**config.mk**
```make
export PLATFORM = sky130hd
export DESIGN_NAME = decode_stage_flat
export DESIGN_NICKNAME = d
export VERILOG_FILES = /design/src/rtl/decode_stage_if.sv /design/src/rtl/decode_stage.sv /design/src/flat_wrapper.sv
export SDC_FILE = /design/constraint.sdc
export NUM_CORES = 1
export LEC_CHECK = 0
export CAP_MARGIN = 25
export CORE_MARGIN = 2
export CORE_UTILIZATION = 45
export CTS_BUF_LIST = sky130_fd_sc_hd__clkbuf_8
export CTS_CLUSTER_DIAMETER = 30
export DETAILED_ROUTE_END_ITERATION = 12
export PLACE_DENSITY = 0.7
export REMOVE_ABC_BUFFERS = 1
export SLEW_MARGIN = 20
export SYNTH_ARGS = -nofsm -noshare
export SYNTH_HDL_FRONTEND = slang
export SYNTH_SLANG_ARGS = --single-unit
```
**constraint.sdc**
```tcl
create_clock -name clk -period 4.2 [get_ports clk]
set_input_delay 0.63 -clock clk [delete_from_list [all_inputs] [get_ports clk]]
set_output_delay 0.63 -clock clk [all_outputs]
set_load 0.01 [all_outputs]
```
**src/rtl/decode_stage_if.sv**
```systemverilog
// Handshake bundle between fetch, the decode stage and register-read.
// The upstream (in_*) and downstream (out_*) sides share one interface; the stage uses the slave view.
interface decode_stage_if #(
  parameter int OP_W = 6,
  parameter int PC_W = 8
);
  logic            in_valid;
  logic            in_ready;
  logic [OP_W-1:0] in_op;
  logic [PC_W-1:0] in_pc;
  logic            out_valid;
  logic            out_ready;
  logic [8:0]      out_ctrl;
  logic [PC_W-1:0] out_pc;
  logic            out_illegal;

  modport master (
    output in_valid, in_op, in_pc, out_ready,
    input  in_ready, out_valid, out_ctrl, out_pc, out_illegal
  );

  modport slave (
    input  in_valid, in_op, in_pc, out_ready,
    output in_ready, out_valid, out_ctrl, out_pc, out_illegal
  );
endinterface

```
**src/rtl/decode_stage.sv**
```systemverilog
// Main-decode stage: opcode -> 9-bit control bundle, 2-entry skid FIFO, flush, illegal flagging, mem-op spacing.
// Optional macro DECODE_TRAP_EN adds a sticky trap output that stalls input after an illegal entry pops.
module decode_stage #(
  parameter int OP_W    = 6,
  parameter int PC_W    = 8,
  parameter int MEM_GAP = 2
) (
  input  logic clk,
  input  logic reset,
  input  logic flush,
`ifdef DECODE_TRAP_EN
  output logic trap,
`endif
  decode_stage_if.slave bus
);

  localparam int GAP_W = (MEM_GAP < 1) ? 1 : $clog2(MEM_GAP + 1);

  // Control bundle bit order: {RegWrite, ALUSrc, Branch, MemWrite, MemToReg, Jump[1:0], ALUOp[1:0]}
  localparam logic [8:0] CTRL_SGR = 9'b1_0_0_0_0_00_00;
  localparam logic [8:0] CTRL_LWR = 9'b1_1_0_0_1_00_00;
  localparam logic [8:0] CTRL_STR = 9'b0_1_0_1_0_00_00;
  localparam logic [8:0] CTRL_NOP = 9'b0_0_0_0_0_00_00;
  localparam logic [8:0] CTRL_BRC = 9'b0_0_1_0_0_00_11;
  localparam logic [8:0] CTRL_SI  = 9'b1_1_0_0_0_00_01;
  localparam logic [8:0] CTRL_DR  = 9'b1_0_0_0_0_00_10;
  localparam logic [8:0] CTRL_GR  = 9'b1_0_0_0_0_00_01;
  localparam logic [8:0] CTRL_JR  = 9'b0_0_0_0_0_11_11;
  localparam logic [8:0] CTRL_J   = 9'b0_0_0_0_0_01_11;

  typedef struct packed {
    logic [8:0]      ctrl;
    logic [PC_W-1:0] pc;
    logic            illegal;
  } entry_t;

  typedef struct packed {
    logic       illegal;
    logic       is_mem;
    logic [8:0] ctrl;
  } dec_t;

  function automatic dec_t decode_op(input logic [2:0] cls, input logic [2:0] sub);
    dec_t d;
    d = '0;
    unique case (cls)
      3'b000: d.ctrl = CTRL_SGR;
      3'b001: begin
        unique case (sub)
          3'b000: begin d.ctrl = CTRL_LWR; d.is_mem = 1'b1; end
          3'b001: begin d.ctrl = CTRL_STR; d.is_mem = 1'b1; end
          3'b010: d.ctrl = CTRL_NOP;
          default: d.illegal = 1'b1;
        endcase
      end
      3'b010, 3'b011: d.ctrl = (sub == 3'b101) ? CTRL_BRC : CTRL_SI;
      3'b100: d.ctrl = CTRL_DR;
      3'b101: d.ctrl = CTRL_GR;
      3'b110: d.ctrl = CTRL_JR;
      default: d.ctrl = CTRL_J;
    endcase
    return d;
  endfunction

  logic [1:0]       count_q, count_d;
  logic [GAP_W-1:0] gap_q, gap_d;
  logic             trap_q, trap_d;
  entry_t           slot0_q, slot0_d;
  entry_t           slot1_q, slot1_d;

  dec_t       in_dec;
  entry_t     in_entry;
  logic       mem_block;
  logic       ready;
  logic       acc;
  logic       pop;
  logic [1:0] wr_idx;

  always_comb begin
    in_dec           = decode_op(bus.in_op[OP_W-1 -: 3], bus.in_op[2:0]);
    in_entry.ctrl    = in_dec.ctrl;
    in_entry.pc      = bus.in_pc;
    in_entry.illegal = in_dec.illegal;
    mem_block        = (gap_q != '0) && in_dec.is_mem;
    ready            = (count_q < 2'd2) && !mem_block && !flush && !trap_q;
    acc              = bus.in_valid && ready;
    pop              = (count_q != 2'd0) && bus.out_ready;
    // The write slot is where the new entry lands after any same-cycle pop shifts the head.
    wr_idx           = count_q - {1'b0, pop};
  end

  always_comb begin
    count_d = count_q;
    gap_d   = gap_q;
    trap_d  = trap_q;
    slot0_d = slot0_q;
    slot1_d = slot1_q;
    if (flush) begin
      count_d = 2'd0;
      gap_d   = '0;
      trap_d  = 1'b0;
    end else begin
      count_d = count_q + {1'b0, acc} - {1'b0, pop};
      if (acc && in_dec.is_mem) begin
        gap_d = GAP_W'(MEM_GAP);
      end else if (gap_q != '0) begin
        gap_d = gap_q - 1'b1;
      end
`ifdef DECODE_TRAP_EN
      if (pop && slot0_q.illegal) begin
        trap_d = 1'b1;
      end
`endif
      if (pop) begin
        slot0_d = slot1_q;
      end
      if (acc) begin
        if (wr_idx == 2'd0) begin
          slot0_d = in_entry;
        end else begin
          slot1_d = in_entry;
        end
      end
    end
  end

  // Control state: async reset discards everything in flight.
  always_ff @(posedge clk or posedge reset) begin
    if (reset) begin
      count_q <= 2'd0;
      gap_q   <= '0;
      trap_q  <= 1'b0;
    end else begin
      count_q <= count_d;
      gap_q   <= gap_d;
      trap_q  <= trap_d;
    end
  end

  // Payload storage: contents are don't-care while count masks them.
  always_ff @(posedge clk) begin
    slot0_q <= slot0_d;
    slot1_q <= slot1_d;
  end

  assign bus.in_ready    = ready;
  assign bus.out_valid   = (count_q != 2'd0);
  assign bus.out_ctrl    = bus.out_valid ? slot0_q.ctrl    : 9'd0;
  assign bus.out_pc      = bus.out_valid ? slot0_q.pc      : '0;
  assign bus.out_illegal = bus.out_valid ? slot0_q.illegal : 1'b0;

`ifdef DECODE_TRAP_EN
  assign trap = trap_q;
`endif

endmodule

```
**src/flat_wrapper.sv**
```systemverilog
// flat-port wrapper written by rule: the top's interface ports become plain ports
module decode_stage_flat 
#(
  parameter int OP_W    = 6,
  parameter int PC_W    = 8,
  parameter int MEM_GAP = 2
)
  (clk, reset, flush, bus_in_valid, bus_in_op, bus_in_pc, bus_out_ready, bus_in_ready, bus_out_valid, bus_out_ctrl, bus_out_pc, bus_out_illegal);
  decode_stage_if #(.OP_W(OP_W), .PC_W(PC_W)) bus_i ();
  input  logic clk;
  input  logic reset;
  input  logic flush;
  input wire logic [$bits(bus_i.in_valid)-1:0] bus_in_valid;
  input wire logic [$bits(bus_i.in_op)-1:0] bus_in_op;
  input wire logic [$bits(bus_i.in_pc)-1:0] bus_in_pc;
  input wire logic [$bits(bus_i.out_ready)-1:0] bus_out_ready;
  output wire logic [$bits(bus_i.in_ready)-1:0] bus_in_ready;
  output wire logic [$bits(bus_i.out_valid)-1:0] bus_out_valid;
  output wire logic [$bits(bus_i.out_ctrl)-1:0] bus_out_ctrl;
  output wire logic [$bits(bus_i.out_pc)-1:0] bus_out_pc;
  output wire logic [$bits(bus_i.out_illegal)-1:0] bus_out_illegal;
  assign bus_i.in_valid = bus_in_valid;
  assign bus_i.in_op = bus_in_op;
  assign bus_i.in_pc = bus_in_pc;
  assign bus_i.out_ready = bus_out_ready;
  assign bus_in_ready = bus_i.in_ready;
  assign bus_out_valid = bus_i.out_valid;
  assign bus_out_ctrl = bus_i.out_ctrl;
  assign bus_out_pc = bus_i.out_pc;
  assign bus_out_illegal = bus_i.out_illegal;
  decode_stage #(.OP_W(OP_W), .PC_W(PC_W), .MEM_GAP(MEM_GAP)) u_core (.clk(clk), .reset(reset), .flush(flush), .bus(bus_i));
endmodule
```
==> flow_metrics.py, run 1 <==
metrics = {
    "run_status": {
        "status": "complete, no violations",
    },
    "floorplan": {
        "dieArea_mm2": 0.005387,
        "start_util": 0.4619,
        "core_mm2": 0.004692,
        "io_pins": 39,
        "die_w_um": 73.40,
        "die_y_um": 73.40,
        "fp-row-count": 25,
    },
    "routing": {
        "drtAntennaViolNets": 0,
        "first_pass_iters": 4,
        "drt_iter0_drc": 65,
        "remaining_drc_errors": 0,
        "num_vias": 1406,
        "wl_um": 3978,
        "post_drt_via_cell_ratio": 5.094,
        "wire_per_inst_um": 14.41,
    },
    "sta": {
        "setup_viol": 0,
        "rsz0062_at_grt": "false",
        "finalCriticalPeriod_ns": 3.477,
        "hold_viol": 0,
        "slew_violations": 0,
        "clock_skew_ns": 0.004023,
        "fin_crit_sh": 0.8278,
        "tightest_slew_ns": 0.7608,
        "fmax_mhz": 287.6,
        "relSlewSlack": 0.4923,
    },
    "clock_network": {
        "htreeDepth": 2,
        "cts_tree": "done",
        "clock-sinks": 40,
        "numCtsBuffers": 5,
        "ctsResizeCount": 0,
        "cts_hold_buf": 0,
        "cts_max_path_buffers": 2,
        "clk_pin_slew_ns": 0.07,
        "clk_latency_ns": 0.29,
        "root_buffer": "clkbuf_8",
        "post-cts-setup-buffers": 0,
    },
    "place": {
        "gp_congestion": 0.8435,
        "port_buffers": 38,
        "hpwl_um": 2736,
    },
    "synth": {
        "yosysWarnings": 0,
        "ys_seq_area_frac": 0.5450,
        "syn_avg_cell_area_um2": 12.11,
        "synth_cell_types": 37,
        "netlist_area_mm2": 0.002167,
        "syn_inst": 179,
        "ys_ff_latch": 40,
    },
    "min_path": {
        "min_path_type": "input port to asynchronous set/reset pin",
    },
    "power": {
        "leakage_nw": 1.065,
        "vdd_drop_max_mv": 0.3075,
        "total_power_mw": 1.549,
        "powerDensity_mw_per_mm2": 579.1,
    },
    "finish": {
        "areaGrowthSynthToFinish_pct": 23.44,
        "drive_gt1_frac": 0.1712,
        "utilization": 0.5701,
        "nets": 243,
        "n_antenna_cell": 0,
    },
    "critical_path": {
        "cp-end-kind": "output pin",
        "reg2reg_slack_ns": 1.70,
        "cp.required_ns": 3.57,
        "r2r_cells": 9,
        "arrival_ns": 2.85,
        "rr_startpoint": "u_core.count_q[1]",
        "rr_endpoint": "u_core.slot0_q[16]",
        "crit_fanout": 10,
        "crit_type": "input port to output pin",
        "worstSetupStartpointType": "input port",
    },
    "global_routing": {
        "track_usage": 0.1622,
        "grt_max_degree": 20,
        "grt_pass1_vias": 1389,
        "grt_first_pass_wirelength_um": 6458,
        "grt_overflow": 0,
        "antenna_found_initial": 0,
    },
    "flow_run": {
        "cap_violations": 0,
    },
}
==> cell families (layout without fill, tap and decap cells) <==
group,count (synthesis),after routing,synth area share
xor gates and xnor gates,2,2,0.008085
buffers and inverters,18,61,0.06004
DFF,40,40,0.5450
AOI/OAI and AO/OA,32,32,0.1207
muxes,18,18,0.08314
adders and majority gates,3,3,0.01732
and+or+nand+nor,66,66,0.1657
==> per-stage QoR <==
step / setup TNS, ns / hold slack, ns / instances / setup slack, ns / area (um2)
5_1_grt: 0 / 0.5228 / 276 / 0.6261 / 2675
3_3_place_gp: 0 / 0.5402 / 268 / 0.8115 / 2569
2_1_floorplan: -7.577 / 0.3961 / 171 / -0.4209 / 2074
4_1_cts: 0 / 0.5191 / 276 / 0.7236 / 2675
3_5_place_dp: 0 / 0.5692 / 268 / 0.7228 / 2569
6_report: 0 / 0.5177 / 276 / 0.7231 / 2675
==> where the power goes <==
part | internal (mW) | switching, mW | leakage (nW)
Clock | 0.173 | 0.130 | 0.0532
Combinational | 0.337 | 0.321 | 0.619
Sequential | 0.550 | 0.0377 | 0.393
Total | 1.06 | 0.488 | 1.07
==> cells in the mapped netlist, drive strengths merged <==
cell type,count,share of area
mux2i,18,0.083
clkbuf,3,0.020
nor2b,23,0.066
o21a,5,0.017
a21boi,1,0.0035
nand2,6,0.010
o211ai,1,0.0035
o21ai,2,0.0046
a21oi,18,0.064
o22ai,1,0.0029
or2,2,0.0069
buf,5,0.023
o31ai,1,0.0098
nor3,2,0.0046
a21o,1,0.0040
a211oi,1,0.0058
nand3b,1,0.0035
xnor2,1,0.0040
nand2b,1,0.0029
nor4b,1,0.0040
o221a,1,0.0052
or4b,1,0.0063
and2,1,0.0035
xor2,1,0.0040
ha,3,0.017
or3b,1,0.0040
edfxtp,36,0.50
nor2,26,0.047
dfrtp,4,0.046
and4bb,1,0.0058
inv,10,0.017
==> layer usage <==
layer / track usage / up-vias / part of all wire
met1: 0.1991 / 652 / 0.46
met3: 0.05624 / 6 / 0.047
met2: 0.2633 / 39 / 0.48
li1: - / 709 / -
met5: 0 / - / 0
met4: 0.06263 / 0 / 0.011
==> critical path: stages <==
cell and delay, ns:
clkdlybuf4s50_1 0.55, or4b_4 0.60, or2_4 0.27, nor2_1 0.22
nor3_1 0.08, clkdlybuf4s50_1 0.49
==> cells in the final DEF (no fill, tap or decap), types with 2 or more instances in the layout <==
cell type,n
clkdlybuf4s50_1,38
edfxtp_1,36
nor2_1,24
nor2b_1,23
mux2i_1,18
a21oi_2,13
inv_1,10
nand2_1,6
a21oi_1,5
o21a_1,5
clkbuf_8,5
buf_4,5
dfrtp_1,4
ha_1,3
nor2_2,2
clkinv_1,2
==> registers in the layout (all words and copies together) (netlist names) <==
signal and cells:
u_core.slot0_q 18, u_core.slot1_q 18, u_core.count_q 2, u_core.gap_q 2
==> worst max-delay path by stage <==
stage,start,end,cells after the start
final,bus_in_op[4],bus_in_ready,6
after global routing,bus_in_op[4],bus_in_ready,6
after CTS,bus_in_op[4],bus_in_ready,6
after detailed placement,bus_in_op[4],bus_in_ready,6
after global placement,bus_in_op[4],bus_in_ready,6
after floorplan,u_core.count_q[1],u_core.slot1_q[0],6
==> layout make-up <==
type                    count  area (um2)
fillers                   395        2017
flip-flops and latches     40        1181
multi-input cells         121       864.6
repair buffers             43       417.9
clock buffers               5       68.82
well taps                  54       67.56
clock inverters             3       37.54
inverters                  10       37.54
(Power assumes the default switching activity.)
==> inputs of run 2 (changes only) <==
==> constraint.sdc (replaced) <==
create_clock -name clk -period 3.51 [get_ports clk]
set_input_delay 0.5265 -clock clk [delete_from_list [all_inputs] [get_ports clk]]
set_output_delay 0.5265 -clock clk [all_outputs]
set_load 0.01 [all_outputs]
==> flow_metrics.py, run 2 (same netlist as run 1, synthesis figures left out) <==
metrics = {
    "power": {
        "vdd_drop_max_mv": 0.3016,
        "powerDensity_mw_per_mm2": 670.1,
        "leakage_nw": 1.067,
        "total_power_mw": 1.783,
    },
    "routing": {
        "num_vias": 1444,
        "drt_iter0_drc": 53,
        "drtAntennaViolNets": 0,
        "wl_met2_um": 2046,
        "drt-met1-wl_um": 1804,
        "post_drt_via_cell_ratio": 5.232,
        "first_pass_iters": 4,
        "top_layer": "met4",
        "wl_um": 4110,
        "wire_per_inst_um": 14.89,
        "remaining_drc_errors": 0,
        "wl_met3_um": 236,
    },
    "finish": {
        "areaGrowthSynthToFinish_pct": 22.81,
        "layout_commonest_cell": "clkdlybuf4s50_1",
        "final_cells": 276,
        "n_antenna_cell": 0,
        "design_area_mm2": 0.002661,
        "layout_common_cells": "clkdlybuf4s50_1, edfxtp_1, nor2_1",
        "drive_gt1_frac": 0.1667,
        "nets": 243,
        "reg_top3": "u_core.slot0_q x18, u_core.slot1_q x18",
        "utilization": 0.5672,
    },
    "sta": {
        "rsz0062_at_grt": "false",
        "slew_violations": 0,
        "tightest_slew_ns": 0.7566,
        "layout_setup_ws_ns": 0.3103,
        "hold_viol": 0,
        "fin_crit_sh": 0.9116,
        "relSlewSlack": 0.4951,
        "clock_skew_ns": 0.003911,
        "finalCriticalPeriod_ns": 3.200,
        "setup_viol": 0,
        "fmax_mhz": 312.5,
    },
    "floorplan": {
        "fp-row-count": 25,
        "start_util": 0.4619,
        "die_y_um": 73.40,
        "io_pins": 39,
        "die_w_um": 73.40,
        "core_mm2": 0.004692,
        "dieArea_mm2": 0.005387,
    },
    "place": {
        "port_buffers": 38,
        "dp_slack_ns": 0.3079,
        "dp.cells": 268,
        "dpl_cell_area_mm2": 0.002581,
        "gp_congestion": 0.8733,
        "hpwl_um": 2819,
    },
    "global_routing": {
        "antenna_found_initial": 0,
        "grt_overflow": 0,
        "grt_pass1_vias": 1381,
        "track_usage": 0.1616,
        "grt_max_degree": 29,
        "grt_first_pass_wirelength_um": 6506,
    },
    "critical_path": {
        "cp-end-kind": "output pin",
        "crit_type": "input port to output pin",
        "crit_fanout": 8,
        "arrival_ns": 2.67,
        "cp.required_ns": 2.98,
        "worstSetupStartpointType": "input port",
    },
    "clock_network": {
        "cts_tree": "done",
        "clock-sinks": 40,
        "htreeDepth": 2,
        "clk_pin_slew_ns": 0.07,
        "clk_latency_ns": 0.29,
        "root_buffer": "clkbuf_8",
        "numCtsBuffers": 5,
        "ctsResizeCount": 0,
        "post-cts-setup-buffers": 0,
        "cts_hold_buf": 0,
        "cts_max_path_buffers": 2,
    },
    "flow_run": {
        "cap_violations": 0,
    },
    "min_path": {
        "min_path_type": "input port to asynchronous set/reset pin",
    },
    "run_status": {
        "status": "complete, no violations",
    },
}
==> run 2: cell count changes in the layout (fill, tap and decap cells not counted) <==
cell,previous run,this run
clkinv_1,2,1
inv_1,10,12
buf_4,5,4
buf_12,0,1
bufinv_16,1,0
==> run 2: final timing paths <==
path                            slack (ns)  depth (start not counted)                  to         startpoint
worst max register to register        1.46                          7  u_core.slot0_q[17]  u_core.count_q[1]
worst min register to register        0.59                          2     u_core.gap_q[0]    u_core.gap_q[0]
max in group asynchronous             2.93                          2   u_core.count_q[1]              reset
min in group clk                      0.59                          2     u_core.gap_q[0]    u_core.gap_q[0]
worst min-delay path                  0.42                          2     u_core.gap_q[1]              reset
worst max-delay path                  0.31                          6        bus_in_ready       bus_in_op[5]
==> run 2: power by group <==
group          switching (mW)  total (mW)  internal [mW]
registers              0.0480       0.707          0.659
clock network           0.150       0.282          0.133
logic                   0.387       0.794          0.407
total                   0.585        1.78           1.20
==> run 2: worst max-delay path: stages <==
cell and delay (ns):
clkdlybuf4s50_1 0.52, or4b_4 0.56, or2_4 0.27, nor2_1 0.23, nor3_1 0.07, clkdlybuf4s50_1 0.48
==> run 2: stage by stage <==
stage	TNS, ns	hold slack [ns]
after floorplan	-26.76	0.2926
after global placement	0	0.5395
after detailed placement	0	0.5765
after CTS	0	0.4212
after global routing	0	0.4332
final	0	0.4197
==> run 2: cell type report <==
class / count / area (um2)
Fill cell: 407 / 2031
Sequential cell: 40 / 1181
Multi-Input combinational cell: 121 / 864.6
Timing Repair Buffer: 43 / 430.4
Clock buffer: 5 / 68.82
Tap cell: 54 / 67.56
Inverter: 10 / 37.54
Clock inverter: 3 / 11.26
==> run 2: per-layer routing <==
metal	global-route usage	vias up
li1	-	716
met1	0.2044	680
met2	0.2653	46
met3	0.05213	2
met4	0.04848	0
met5	0	-
==> inputs of run 3 (changes only) <==
--- a/config.mk
+++ b/config.mk
@@ -17,3 +17,4 @@
 export SYNTH_ARGS = -nofsm -noshare
 export SYNTH_HDL_FRONTEND = slang
 export SYNTH_SLANG_ARGS = --single-unit
+export TNS_END_PERCENT = 30
==> results of run 3 <==
The final DEF is identical to that of run 2; final timing and power are the same.
==> patch 1 (config.mk and constraints of run 2) <==
`MEM_GAP` is set to 2 in 2 places; all go to 4.
--- a/src/rtl/decode_stage.sv
+++ b/src/rtl/decode_stage.sv
@@ -5,3 +5,3 @@
   parameter int PC_W    = 8,
-  parameter int MEM_GAP = 2
+  parameter int MEM_GAP = 4
 ) (
--- a/src/flat_wrapper.sv
+++ b/src/flat_wrapper.sv
@@ -5,3 +5,3 @@
   parameter int PC_W    = 8,
-  parameter int MEM_GAP = 2
+  parameter int MEM_GAP = 4
 )
Behaviour: not the same (a bounded check fails within 4 cycles, from zero or initial values and one cycle with reset high).
==> patch 1 against run 2 <==
Sequential share of layout area increased by 0.39 points. Synthesized area decreased by 0.64%. Wire length shrank 1.8%. Sequential cell count increased by 1. Maximum frequency is 2.6% higher. Design area up 1.2%. Hold slack got worse by 0.00058 ns. Worst setup slack improved by 0.080 ns. Power is essentially flat. Highest routed layer unchanged.
==> patch 1: results <==
metrics = {
    "yosys": {
        "syn_inst": 187,
        "ys_seq_area_frac": 0.560,
        "synthTopCellsByArea": "edfxtp_1 50%, mux2i_1 7.9%, dfrtp_1 5.8%",
        "yosysUniqueCellTypes": 36,
        "synth_common_cells": "36 x edfxtp_1, 21 x nand2_1, 20 x nor2b_1, 17 x mux2i_1, 13 x inv_1",
    },
    "run_status": {
        "outcome": "completed",
    },
    "global_routing": {
        "grt_pass1_vias": 1443,
        "grt_max_degree": 21,
        "grt_pass1_wl_mm": 6.66,
        "gr-usage-all-layers": 0.165,
    },
    "route": {
        "vias": 1455,
        "route.met2.wl_mm": 1.94,
        "avgRoutedWirePerCell_um": 14.2,
        "drtIter0Drc": 50,
        "wl_met3_um": 225,
    },
    "setup_path": {
        "slowest_delay_ns": 0.50,
        "crit_start": "bus_in_op[4]",
        "cp_max_fo": 6,
        "cp_slowest_cell": "clkdlybuf4s50_1",
    },
    "timing": {
        "skew_ns": 0.00185,
    },
    "finish": {
        "largest_registers": "u_core.slot0_q x18, u_core.slot1_q x18, u_core.gap_q x3",
        "finalNonFillerCells": 285,
        "drive_gt1_frac": 0.121,
    },
    "placed_design": {
        "gp_congestion": 0.734,
        "dp.cells": 277,
        "detailed_place_hpwl_mm": 2.83,
    },
    "power": {
        "p_leak_nw": 0.986,
        "irDropWorstVdd_mv": 0.305,
    },
}
==> patch 1: cell families (layout without fill, tap and decap cells) <==
family	Yosys count	count (layout)	share of synthesized area
xor gates and xnor gates	2	2	0.00814
muxes	17	17	0.0790
DFF	41	41	0.560
buffers and inverters	20	64	0.0436
AOI/OAI and AO/OA	36	36	0.119
adders and majority gates	4	4	0.0232
and+or+nand+nor	67	67	0.167
==> patch 1: path summary, 6_finish.rpt <==
kind / slack, ns / end
min: 0.42 / u_core.count_q[1]
max reg2reg: 0.82 / u_core.slot0_q[9]
min reg2reg: 0.52 / u_core.gap_q[2]
max in group asynchronous: 2.93 / u_core.gap_q[2]
max: 0.39 / bus_in_ready
min in group clk: 0.52 / u_core.gap_q[2]
==> patch 1: per-stage QoR <==
step | total power, mW | area (µm²) | worst slack [ns] | utilization
detailed placement | 1.51 | 2610 | 0.399 | 0.560
global placement | 1.50 | 2610 | 0.393 | 0.560
floorplan | 1.19 | 2110 | 0.148 | -
finish | 1.78 | 2690 | 0.390 | 0.578
global route | 1.91 | 2690 | 0.254 | 0.578
CTS | 1.81 | 2690 | 0.386 | 0.578
==> patch 1: where the power goes <==
group / switching (mW) / total [mW] / internal (mW)
combinational: 0.386 / 0.775 / 0.389
clock: 0.159 / 0.294 / 0.135
sequential: 0.0489 / 0.715 / 0.666
==> patch 1: layout make-up <==
cell class                      instances  area [µm²]
Clock buffer                            5        68.8
Clock inverter                          3        13.8
Fill cell                             410        1970
Inverter                               13        48.8
Multi-Input combinational cell        126         858
Sequential cell                        41        1210
Tap cell                               54        67.6
Timing Repair Buffer                   43         430
==> patch 1: layer usage <==
layer  global-route usage  vias to the layer above
met4               0.0494                        0
met1                0.210                      661
met5                    0                        -
li1                     -                      752
met2                0.271                       37
met3               0.0483                        5
==> patch 2 (flow settings as in run 2) <==
Made on the original files. Make the reset (`reset`) synchronous in one clocked block. Comments in the files are not updated.
--- a/src/rtl/decode_stage.sv
+++ b/src/rtl/decode_stage.sv
@@ -127,3 +127,3 @@
   // Control state: async reset discards everything in flight.
-  always_ff @(posedge clk or posedge reset) begin
+  always_ff @(posedge clk) begin
     if (reset) begin
Function: differs if reset is asserted again (counterexample within 4 cycles, from zero or initial values and one cycle with reset high); with reset held inactive, the same outputs for 10 cycles.
==> patch 2 against run 2 <==
Synthesized area is 5.4% lower. Worst setup slack got worse by 0.055 ns. Design area shrank 3.7%. Hold slack improved by 0.064 ns. Sequential cell count is the same. Wire length fell by 3.1%. Utilization grew 1.8 points. Register-to-register slack worse by 0.45 ns.
Power is not compared: it rests on default switching activity, and its combinational part moved more than twofold at a synthesized area within 25%.
==> patch 2: results <==
metrics = {
    "run_status": {
        "outcome": "completed",
    },
    "placed_design": {
        "dp_worst_setup_slack_ns": 0.269,
        "dp.cells": 252,
        "detailed_place_hpwl_mm": 2.74,
        "gp_congestion": 0.879,
    },
    "yosys": {
        "synth_common_cells": "36 x edfxtp_1, 19 x nor2b_1, 18 x mux2i_1, 17 x nand2_1, 14 x o21ai_2",
        "synth_area_per_cell_um2": 12.1,
        "ys_seq_area_frac": 0.567,
        "yosysUniqueCellTypes": 36,
        "ys.flop_type": "edfxtp_1",
        "synth-edff-count": 36,
        "synthTopCellsByArea": "edfxtp_1 53%, mux2i_1 8.8%, o21ai_2 6.0%",
        "async_reset_ff_frac": 0,
    },
    "finish": {
        "largest_registers": "u_core.slot0_q x18, u_core.slot1_q x18",
        "fill_cells": 362,
        "finalNonFillerCells": 260,
        "fin_nets": 228,
        "diodes": 0,
        "drive_gt1_frac": 0.135,
    },
    "clock_network": {
        "clk_pin_slew_ns": 0.07,
        "postCtsSetupBuffers": 0,
        "clock_latency_ns": 0.28,
        "cts_resized": 0,
        "clockBufferDepth": 2,
    },
    "power": {
        "p_leak_nw": 1.02,
        "irDropWorstVdd_mv": 0.199,
    },
    "setup_path": {
        "timing.rr.start": "u_core.count_q[1]",
        "reg2reg_slack_ns": 1.01,
        "cp_max_fo": 7,
        "reg2reg_to": "u_core.slot0_q[16]",
        "cp_data_arrival_time_ns": 2.73,
        "r2r_cells": 7,
    },
    "route": {
        "drt_wl_total_mm": 3.98,
        "drt_pre_antenna_iters": 4,
        "drtIter0Drc": 76,
        "vias": 1382,
    },
    "timing": {
        "hold_slack_ns": 0.483,
        "skew_ns": 0.00301,
        "fmax_mhz": 307,
        "tightest_slew_ns": 0.851,
    },
    "hold_path": {
        "hold_class": "flop to flop",
        "min_path_cells": 1,
    },
    "global_routing": {
        "grt_pass1_wl_mm": 6.62,
        "grt_max_degree": 35,
        "gr-usage-all-layers": 0.170,
    },
}
## patch 2: cell count changes after synthesis, moves of 4 or more
| cell | change |
|---|---|
| a21o_1 | +4 |
| nor2b_1 | -4 |
| nand2_1 | +11 |
| o21ai_2 | +14 |
| nor2_1 | -16 |
| dfrtp_1 | -4 |
| a21oi_2 | -13 |
| dfxtp_1 | +4 |
## patch 2: kinds of logic after synthesis
family                     Yosys count  synth area share
buffers and inverters               16            0.0403
and+or+nand+nor                     61             0.164
muxes                               18            0.0879
xor gates and xnor gates             2           0.00855
adders and majority gates            2            0.0122
DFF                                 40             0.567
AOI/OAI and AO/OA                   30             0.121
## patch 2: worst max path at each step
| stage | startpoint | to | cells after the start |
|---|---|---|---|
| after CTS | bus_in_op[4] | bus_in_ready | 5 |
| after global placement | bus_in_op[3] | bus_in_ready | 5 |
| after detailed placement | bus_in_op[4] | bus_in_ready | 5 |
| after floorplan | u_core.count_q[1] | u_core.slot0_q[16] | 7 |
| after global routing | bus_in_op[4] | bus_in_ready | 5 |
| final | bus_in_op[4] | bus_in_ready | 5 |
## patch 2: power breakdown
part | switching [mW] | internal [mW]
logic | 0.0896 | 0.0921
clock network | 0.152 | 0.207
registers | 0.0119 | 0.556
## patch 2: cell type report
class,count,area share
Sequential cell,40,0.453
Multi-Input combinational cell,113,0.316
Inverter,7,0.0102
Clock buffer,5,0.0268
Clock inverter,3,0.0146
Tap cell,52,0.0254
Timing Repair Buffer,40,0.154
## patch 2: metrics by stage
step	cell area, µm²	TNS, ns	total power [mW]
finish	2560	0	1.11
global route	2560	0	1.16
CTS	2560	0	1.12
detailed placement	2460	0	0.762
global placement	2460	0	0.755
floorplan	1990	-10.84	0.683
## patch 2: critical path: stages
cell and delay [ns]:
clkdlybuf4s50_1 0.51, or3b_1 0.54, or4_4 0.53, and2_1 0.15, clkdlybuf4s50_1 0.47
## patch 2: metal layers
metal | track usage | up-vias | routed length, µm
met1 | 0.214 | 637 | 1720
met3 | 0.0309 | 7 | 227
li1 | - | 686 | -
met2 | 0.280 | 52 | 1960
met5 | 0 | - | 0
met4 | 0.0860 | 0 | 74
